===== config.mk =====
export PLATFORM = sky130hd
export DESIGN_NAME = memory_cycle
export DESIGN_NICKNAME = d
export VERILOG_FILES = /design/src/rtl/memory_cycle.sv
export SDC_FILE = /design/constraint.sdc
export NUM_CORES = 1
export LEC_CHECK = 0
export ABC_AREA = 1
export BUFFER_PORTS_ARGS = -buffer_cell sky130_fd_sc_hd__buf_4
export CAP_MARGIN = 10
export CORE_AREA = 2 2 269 271
export DETAILED_ROUTE_END_ITERATION = 7
export DIE_AREA = 0 0 271 273
export PLACE_DENSITY = 0.54
export SYNTH_ARGS = -nofsm -noshare
export SYNTH_HDL_FRONTEND = slang
export SYNTH_SLANG_ARGS = --single-unit

===== constraint.sdc =====
create_clock -name clk -period 4.91 [get_ports clk]
set_input_delay 0.2455 -clock clk [delete_from_list [all_inputs] [get_ports clk]]
set_output_delay 0.2455 -clock clk [all_outputs]
set_load 0.02 [all_outputs]

===== src/rtl/memory_cycle.sv =====
// memory_cycle: MEM stage of the pipeline. Runs 1-beat scalar or 4-beat
// vector word accesses on a 32-bit memory port, stalls upstream until the
// final beat completes, gathers load data and holds the MEM/WB register.
//
// Ports:
//   clk, rst (async, active-low)
//   M-stage inputs : RegWriteM, MemWriteM, ResultSrcM, is_vectorialM, RD_M,
//                    PCPlus4M, ALU_ResultM, WriteDataM
//   memory port    : mem_req, mem_we, mem_addr, mem_wdata (combinational
//                    beat request), mem_rdata, mem_ready
//   StallM         : combinational hold request to upstream stages
//   W-stage outputs: RegWriteW, ResultSrcW, RD_W, PCPlus4W, ALU_ResultW,
//                    ReadDataW (registered)
module memory_cycle (
  input  logic         clk,
  input  logic         rst,
  input  logic         RegWriteM,
  input  logic         MemWriteM,
  input  logic         ResultSrcM,
  input  logic         is_vectorialM,
  input  logic [5:0]   RD_M,
  input  logic [31:0]  PCPlus4M,
  input  logic [127:0] ALU_ResultM,
  input  logic [127:0] WriteDataM,
  input  logic [31:0]  mem_rdata,
  input  logic         mem_ready,
  output logic         mem_req,
  output logic         mem_we,
  output logic [31:0]  mem_addr,
  output logic [31:0]  mem_wdata,
  output logic         StallM,
  output logic         RegWriteW,
  output logic         ResultSrcW,
  output logic [5:0]   RD_W,
  output logic [31:0]  PCPlus4W,
  output logic [127:0] ALU_ResultW,
  output logic [127:0] ReadDataW
);

  localparam int unsigned XLEN = 32;
  localparam int unsigned VLEN = 128;
  localparam int unsigned RW   = 6;
  localparam int unsigned BW   = 2;

  typedef enum logic {IDLE = 1'b0, BUSY = 1'b1} state_t;

  state_t          state_q, state_d;
  logic [BW-1:0]   beat_q, beat_d;

  logic            reg_write_w_q, reg_write_w_d;
  logic            result_src_w_q, result_src_w_d;
  logic [RW-1:0]   rd_w_q, rd_w_d;
  logic [XLEN-1:0] pc_plus4_w_q, pc_plus4_w_d;
  logic [VLEN-1:0] alu_result_w_q, alu_result_w_d;
  logic [VLEN-1:0] read_data_w_q, read_data_w_d;

  logic            is_mem_c;
  logic            is_load_c;
  logic            active_c;
  logic            done_c;
  logic            final_c;
  logic [BW-1:0]   last_beat_c;
  logic [XLEN-1:0] base_c;

  // Access decode; a store+load combination behaves as a pure store.
  always_comb begin
    is_mem_c    = MemWriteM | ResultSrcM;
    is_load_c   = ResultSrcM & ~MemWriteM;
    last_beat_c = is_vectorialM ? BW'(3) : BW'(0);
    base_c      = {ALU_ResultM[XLEN-1:2], 2'b00};
    // Gated by rst so a reset kills the in-flight beat in the same cycle.
    active_c    = rst & ((state_q == BUSY) | is_mem_c);
    final_c     = (beat_q == last_beat_c);
    done_c      = active_c & mem_ready;
  end

  // FSM state register and beat counter.
  always_ff @(posedge clk or negedge rst) begin
    if (!rst) begin
      state_q <= IDLE;
      beat_q  <= '0;
    end else begin
      state_q <= state_d;
      beat_q  <= beat_d;
    end
  end

  // FSM next state: advance only when the current beat completes.
  always_comb begin
    state_d = state_q;
    beat_d  = beat_q;
    if (done_c) begin
      if (final_c) begin
        state_d = IDLE;
        beat_d  = '0;
      end else begin
        state_d = BUSY;
        beat_d  = beat_q + BW'(1);
      end
    end
  end

  // FSM outputs: beat 0 goes out in IDLE, later beats from BUSY.
  always_comb begin
    mem_req   = active_c;
    mem_we    = active_c & MemWriteM;
    mem_addr  = '0;
    mem_wdata = '0;
    StallM    = active_c & ~(mem_ready & final_c);
    if (active_c) begin
      mem_addr  = base_c + XLEN'({beat_q, 2'b00});
      mem_wdata = WriteDataM[{beat_q, 5'b00000} +: XLEN];
    end
  end

  // MEM/WB next values: bubble while stalled, otherwise take M-stage values.
  always_comb begin
    reg_write_w_d  = StallM ? 1'b0 : RegWriteM;
    result_src_w_d = StallM ? result_src_w_q : ResultSrcM;
    rd_w_d         = StallM ? rd_w_q : RD_M;
    pc_plus4_w_d   = StallM ? pc_plus4_w_q : PCPlus4M;
    alu_result_w_d = StallM ? alu_result_w_q : ALU_ResultM;
    read_data_w_d  = read_data_w_q;
    if (done_c && is_load_c) begin
      // Beat 0 clears stale lanes so unwritten lanes read as zero.
      if (beat_q == '0) begin
        read_data_w_d = '0;
      end
      read_data_w_d[{beat_q, 5'b00000} +: XLEN] = mem_rdata;
    end
  end

  // MEM/WB register and load-data gather register.
  always_ff @(posedge clk or negedge rst) begin
    if (!rst) begin
      reg_write_w_q  <= 1'b0;
      result_src_w_q <= 1'b0;
      rd_w_q         <= '0;
      pc_plus4_w_q   <= '0;
      alu_result_w_q <= '0;
      read_data_w_q  <= '0;
    end else begin
      reg_write_w_q  <= reg_write_w_d;
      result_src_w_q <= result_src_w_d;
      rd_w_q         <= rd_w_d;
      pc_plus4_w_q   <= pc_plus4_w_d;
      alu_result_w_q <= alu_result_w_d;
      read_data_w_q  <= read_data_w_d;
    end
  end

  assign RegWriteW   = reg_write_w_q;
  assign ResultSrcW  = result_src_w_q;
  assign RD_W        = rd_w_q;
  assign PCPlus4W    = pc_plus4_w_q;
  assign ALU_ResultW = alu_result_w_q;
  assign ReadDataW   = read_data_w_q;

endmodule


==> out/qor.yml, run 1 <==
p_int_mw: 5.92
p_total_mw: 9.93
cp_cell_sequence: "inv_2, o21ai_2, nand3_1, nand2_4, buf_4, buf_4, nand2_1, nand2_1"
syn_inst: 1992
cp-start-kind: "flip-flop"
post-route-period-util_pct: 63.5
layoutNonFillerInstCount: 3758
ys_seq_area_share_pct: 51.4
path_clk_slew_ns: 0.06
die_h_um: 273
die_area_um2: 74000
arrival_ns: 3.58
cts_buffers: 38
yosysTopAreaCell: "dfrtp_1"
clk_latency_ns: 0.56
cts_tree: "yes"
crit_type: "flip-flop to flip-flop"
worstMarginPinSlew_ns: 1.03
switching_share_pct: 40.4
antenna_found_initial: 3
r2r_slack_ns: 1.79
routed-via-count: 16000
synth_area_um2: 14500
clkPwrFrac_pct: 28.0
worst_setup_path_end_kind: "flip-flop"
ys_seq_elements: 299
grt_max_degree: 132
hold_class: "input pin to flip-flop"
start_util_pct: 20.5
worstPathMaxFanout: 97
setup_violations: 0
whs_ns: 0.0392
cpMaxStageDelayCell: "buf_4"
dr.pass1.iters: 8
p_seq_share_pct: 32.0
fmax_mhz: 321
row_count: 98
core_area_um2: 71000
dp_hpwl_um: 47200
drv_slew: 0
htree_levels: 2
cp.required_ns: 5.38
final_cell_mix: "nand2_1, buf_4, dfrtp_1"
p_leak_nw: 12.4
fin_ws_ns: 1.79
boundaryPins: 696
post_drt_wl_per_cell_um: 17.4
num-nets-final: 3125
tns_ns: 0
netlist.area_leader.share_pct: 51.4
pre_cts_ws_ns: 1.81
cts.path.max_buffers: 3
synth_cell_types: 29
grt_pass1_wl_um: 98300
slew_headroom_pct: 31.1
power.density_nw_per_um2: 424
io_buffers: 693
drt_iter0_markers: 1044
cts.sinks: 299
clock_skew_ns: 0.0141
drive_above_1_share_pct: 28.0
slowest_delay_ns: 0.87
ir_drop_uv: 255
yosys_warnings: 0
dp.cells: 3532
maxCapViolations: 0
grt_pass1_vias: 16000
drc: 0
drtAntennaViolNets: 0
fill_cells: 7605
p_switching_mw: 4.01
dieWidth_um: 271
cts_root_buffer: "clkbuf_16"
p_comb_share_pct: 40.0
fin_crit_ns: 3.12
grt_overflow_total: 0
syn2layout_area_growth_pct: 61.0
viasPerCell: 4.27
rsz0062_at_grt: "no"
status: "finished, final reports clean"
place_congestion: 0.874
synth_top_cells_by_area: "dfrtp_1, nand2_1, nor2_1"
grtUsageTotal_pct: 17.1
avgSynthCellArea_um2: 7.30
hold_violations: 0
routed_wl_um: 65500
final_common_cell: "nand2_1"
-- layer usage --
| layer | global-route usage [%] | up-vias | wire length, um |
|---|---|---|---|
| met5 | 0 | - | 13 |
| met4 | 7.46 | 2 | 2790 |
| met3 | 3.66 | 127 | 4630 |
| met2 | 28.1 | 635 | 30900 |
| met1 | 21.5 | 7444 | 27200 |
| li1 | - | 7823 | - |
-- stage by stage --
stage	utilization, %	cell area (um^2)
after floorplan	-	14600
after global placement	29.0	20600
after detailed placement	29.0	20600
after CTS	33.0	23400
after global routing	33.0	23400
final	33.0	23400
-- repair_timing --
item | 4_1_cts | 5_1_grt
setup buffers | 0 | 0
hold buffers | 162 | 0
endpoints found under the hold margin | 225 | 0
setup endpoints to repair | 0 | 0
gates resized for setup | 0 | 0
-- cells by family (layout without fill, tap and decap cells) --
kind of cell,count (synthesis),in the layout,synth area share [%]
buffers and inverters,205,1018,5.99
AOI/OAI and AO/OA,134,134,4.66
other,1,4,0.0258
DFF,299,299,51.4
xor gates and xnor gates,2,2,0.120
adders and majority gates,8,8,0.740
and+or+nand+nor,1343,1343,37.0
-- worst max-delay path, delay by kind of cell (launching register included) --
family          cells  cell delay [ns]
simple gates        4             0.49
flops               1             0.62
compound gates      1             0.13
buf+inv             3             1.64
-- power by group through the flow --
| stage | Combinational, mW | Sequential (mW) | Clock (mW) |
|---|---|---|---|
| 2_1_floorplan | 1.63 | 3.64 | 0 |
| 3_3_place_gp | 3.89 | 3.20 | 0 |
| 3_5_place_dp | 3.90 | 3.21 | 0 |
| 4_1_cts | 4.02 | 3.17 | 2.86 |
| 5_1_grt | 4.31 | 3.22 | 2.96 |
| 6_report | 3.97 | 3.18 | 2.78 |
-- path summary, 6_finish.rpt --
path	end	start	cells after the start
min in group asynchronous	ALU_ResultW[27]$_DFFE_PN0N_	rst	2
worst max-delay path	ALU_ResultW[98]$_DFFE_PN0N_	beat_q[0]$_DFFE_PN0P_	8
worst max register to register	ALU_ResultW[98]$_DFFE_PN0N_	beat_q[0]$_DFFE_PN0P_	8
max in group asynchronous	ReadDataW[8]$_DFFE_PN0P_	rst	4
worst min-delay path	ALU_ResultW[7]$_DFFE_PN0N_	ALU_ResultM[7]	3
worst min register to register	ALU_ResultW[56]$_DFFE_PN0N_	ALU_ResultW[56]$_DFFE_PN0N_	2
-- area by class of cell --
type | count | area, um^2 | area share (%)
clock inverters | 8 | 113 | 0.481
well taps | 950 | 1190 | 5.07
clock buffers | 54 | 1090 | 4.66
multi-input cells | 1489 | 6200 | 26.5
flip-flops and latches | 299 | 7490 | 32.0
repair buffers | 883 | 7070 | 30.2
diodes | 2 | 5.00 | 0.0214
inverters | 73 | 277 | 1.18
-- registers in the layout, summed over array words and instances, names as in the netlist --
name and cells:
beat_q 2, ReadDataW 128, ResultSrcW 1, RegWriteW 1
ALU_ResultW 128, PCPlus4W 32, RD_W 6, state_q 1
-- synth_stat cells --
| library cell | n |
|---|---|
| buf_1 | 6 |
| nand2_1 | 826 |
| o22ai_1 | 1 |
| xnor2_1 | 2 |
| nand3_1 | 177 |
| fa_1 | 1 |
| o21ai_2 | 1 |
| o21a_1 | 1 |
| nand2_2 | 2 |
| nor2_2 | 1 |
| clkbuf_1 | 64 |
| ha_1 | 7 |
| nand3b_1 | 2 |
| conb_1 | 1 |
| nor4_4 | 1 |
| inv_1 | 67 |
| or2_0 | 1 |
| nand4_1 | 1 |
| nor3_1 | 67 |
| clkinv_1 | 2 |
| o21ai_0 | 81 |
| dfrtp_1 | 299 |
| nor2_1 | 264 |
| or2_2 | 1 |
| buf_2 | 52 |
| a21oi_1 | 45 |
| inv_2 | 4 |
| buf_4 | 10 |
| o21ai_1 | 5 |
Power figures use the tool's default switching activity.
==> run 2: changes to the inputs <==
--- a/config.mk
+++ b/config.mk
@@ -11,7 +11,7 @@
 export CORE_AREA = 2 2 269 271
 export DETAILED_ROUTE_END_ITERATION = 7
 export DIE_AREA = 0 0 271 273
-export PLACE_DENSITY = 0.54
+export PLACE_DENSITY = 0.55
 export SYNTH_ARGS = -nofsm -noshare
 export SYNTH_HDL_FRONTEND = slang
 export SYNTH_SLANG_ARGS = --single-unit
==> constraint.sdc (replaced) <==
create_clock -name clk -period 2.75 [get_ports clk]
set_input_delay 0.1375 -clock clk [delete_from_list [all_inputs] [get_ports clk]]
set_output_delay 0.1375 -clock clk [all_outputs]
set_load 0.02 [all_outputs]
==> out/qor.yml, run 2 (synthesis gave the netlist of run 1 again) <==
clk_latency_ns: 0.55
slew_headroom_pct: 44.5
drtAntennaViolNets: 0
grt_pass1_vias: 16200
dr.pass1.iters: 5
fin_ws_ns: 0.154
grtUsageTotal_pct: 17.5
cts.sinks: 299
status: "finished, final reports clean"
ir_drop_uv: 490
worstMarginPinSlew_ns: 0.832
cp-start-kind: "flip-flop"
p_leak_nw: 12.8
viasPerCell: 4.27
power.density_nw_per_um2: 756
place_congestion: 0.907
dp_hpwl_um: 48500
hold_violations: 0
grt_max_degree: 140
antenna_cells: 0
maxCapViolations: 0
grt_pass1_wl_um: 100000
clock_skew_ns: 0.0162
cts_buffers: 38
arrival_ns: 2.46
htree_levels: 2
antenna_found_initial: 1
drc: 0
hold_class: "input pin to async pin"
start_util_pct: 20.5
tns_ns: 0
die_h_um: 273
dieWidth_um: 271
fin_crit_ns: 2.60
routed_wl_um: 66800
worstPathMaxFanout: 6
drive_above_1_share_pct: 28.7
path_clk_slew_ns: 0.05
fill_cells: 7529
p_total_mw: 18.3
final_common_cell: "nand2_1"
post-route-period-util_pct: 94.4
fmax_mhz: 385
num-nets-final: 3187
final_cell_mix: "nand2_1, buf_4, dfrtp_1"
drt_iter0_markers: 1069
post_drt_wl_per_cell_um: 17.5
seq_area_um2: 7490
rsz0062_at_grt: "yes"
cp.required_ns: 2.61
cts.path.max_buffers: 3
cts_root_buffer: "clkbuf_16"
r2r_slack_ns: 0.40
multi_input_area_um2: 6230
setup_violations: 0
core_area_um2: 71000
final_util_pct: 34.2
row_count: 98
cts_tree: "yes"
routed-via-count: 16300
pre_cts_ws_ns: 0.400
worst_setup_path_end_kind: "output pin"
grt_overflow_total: 0
die_area_um2: 74000
drv_slew: 0
crit_type: "flip-flop to output pin"
io_buffers: 693
boundaryPins: 696
syn2layout_area_growth_pct: 66.8
run 2: final timing paths:
| path | end | startpoint | depth (start not counted) |
|---|---|---|---|
| setup / recovery | mem_addr[14] | beat_q[0]$_DFFE_PN0P_ | 9 |
| hold / removal | PCPlus4W[28]$_DFFE_PN0N_ | rst | 2 |
| setup reg to reg | ReadDataW[112]$_DFFE_PN0P_ | beat_q[1]$_DFFE_PN0P_ | 8 |
| hold reg to reg | ALU_ResultW[73]$_DFFE_PN0N_ | ALU_ResultW[73]$_DFFE_PN0N_ | 2 |
| max in group asynchronous | ReadDataW[67]$_DFFE_PN0P_ | rst | 4 |
| min in group clk | ReadDataW[27]$_DFFE_PN0P_ | MemWriteM | 5 |
run 2: power breakdown:
group          internal (mW)  switching, mW  total, mW
Combinational           2.67           4.76       7.43
Sequential              5.15          0.476       5.62
Clock                   3.22           2.06       5.28
Total                   11.0           7.30       18.3
run 2: metrics by stage:
| step | cell area, um^2 | hold slack [ns] | cells |
|---|---|---|---|
| 2_1_floorplan | 14600 | -0.158 | 1993 |
| 3_3_place_gp | 20900 | -0.00830 | 3551 |
| 3_5_place_dp | 20900 | -0.0112 | 3551 |
| 4_1_cts | 24200 | 0.0105 | 3820 |
| 5_1_grt | 24300 | 0.0356 | 3820 |
| 6_report | 24300 | 0.0479 | 3820 |
run 2: per-layer routing:
layer | wire (um) | vias to the layer above | global-route usage (%)
met5 | 0 | - | 0
met4 | 2590 | 0 | 7.01
met3 | 4970 | 119 | 4.03
met2 | 31600 | 671 | 28.8
met1 | 27700 | 7583 | 22.1
li1 | - | 7950 | -
run 2: what timing repair did:
action | in CTS | in global routing
gates resized for setup | 4 | 11
hold endpoints to repair | 439 | 0
buffers inserted | 2 | 0
endpoints found under the setup margin | 8 | 16
hold buffers | 203 | 0
pin swaps | 0 | 3
gates cloned | 0 | 0
run 2: area by class of cell:
class                           instances  area share, %
Timing Repair Buffer                  945           32.0
Sequential cell                       299           30.9
Multi-Input combinational cell       1489           25.7
Tap cell                              950           4.90
Clock buffer                           52           4.60
Inverter                               73           1.14
Clock inverter                         12          0.789
run 2: critical path, cell delays in order, from the launching register on:
cell	delay [ns]
dfrtp_4	0.50
ha_2	0.20
fa_2	0.34
nand2_1	0.11
nor2_2	0.06
nand2_2	0.13
nor2_2	0.08
o21ai_0	0.25
nor2_1	0.07
buf_4	0.18
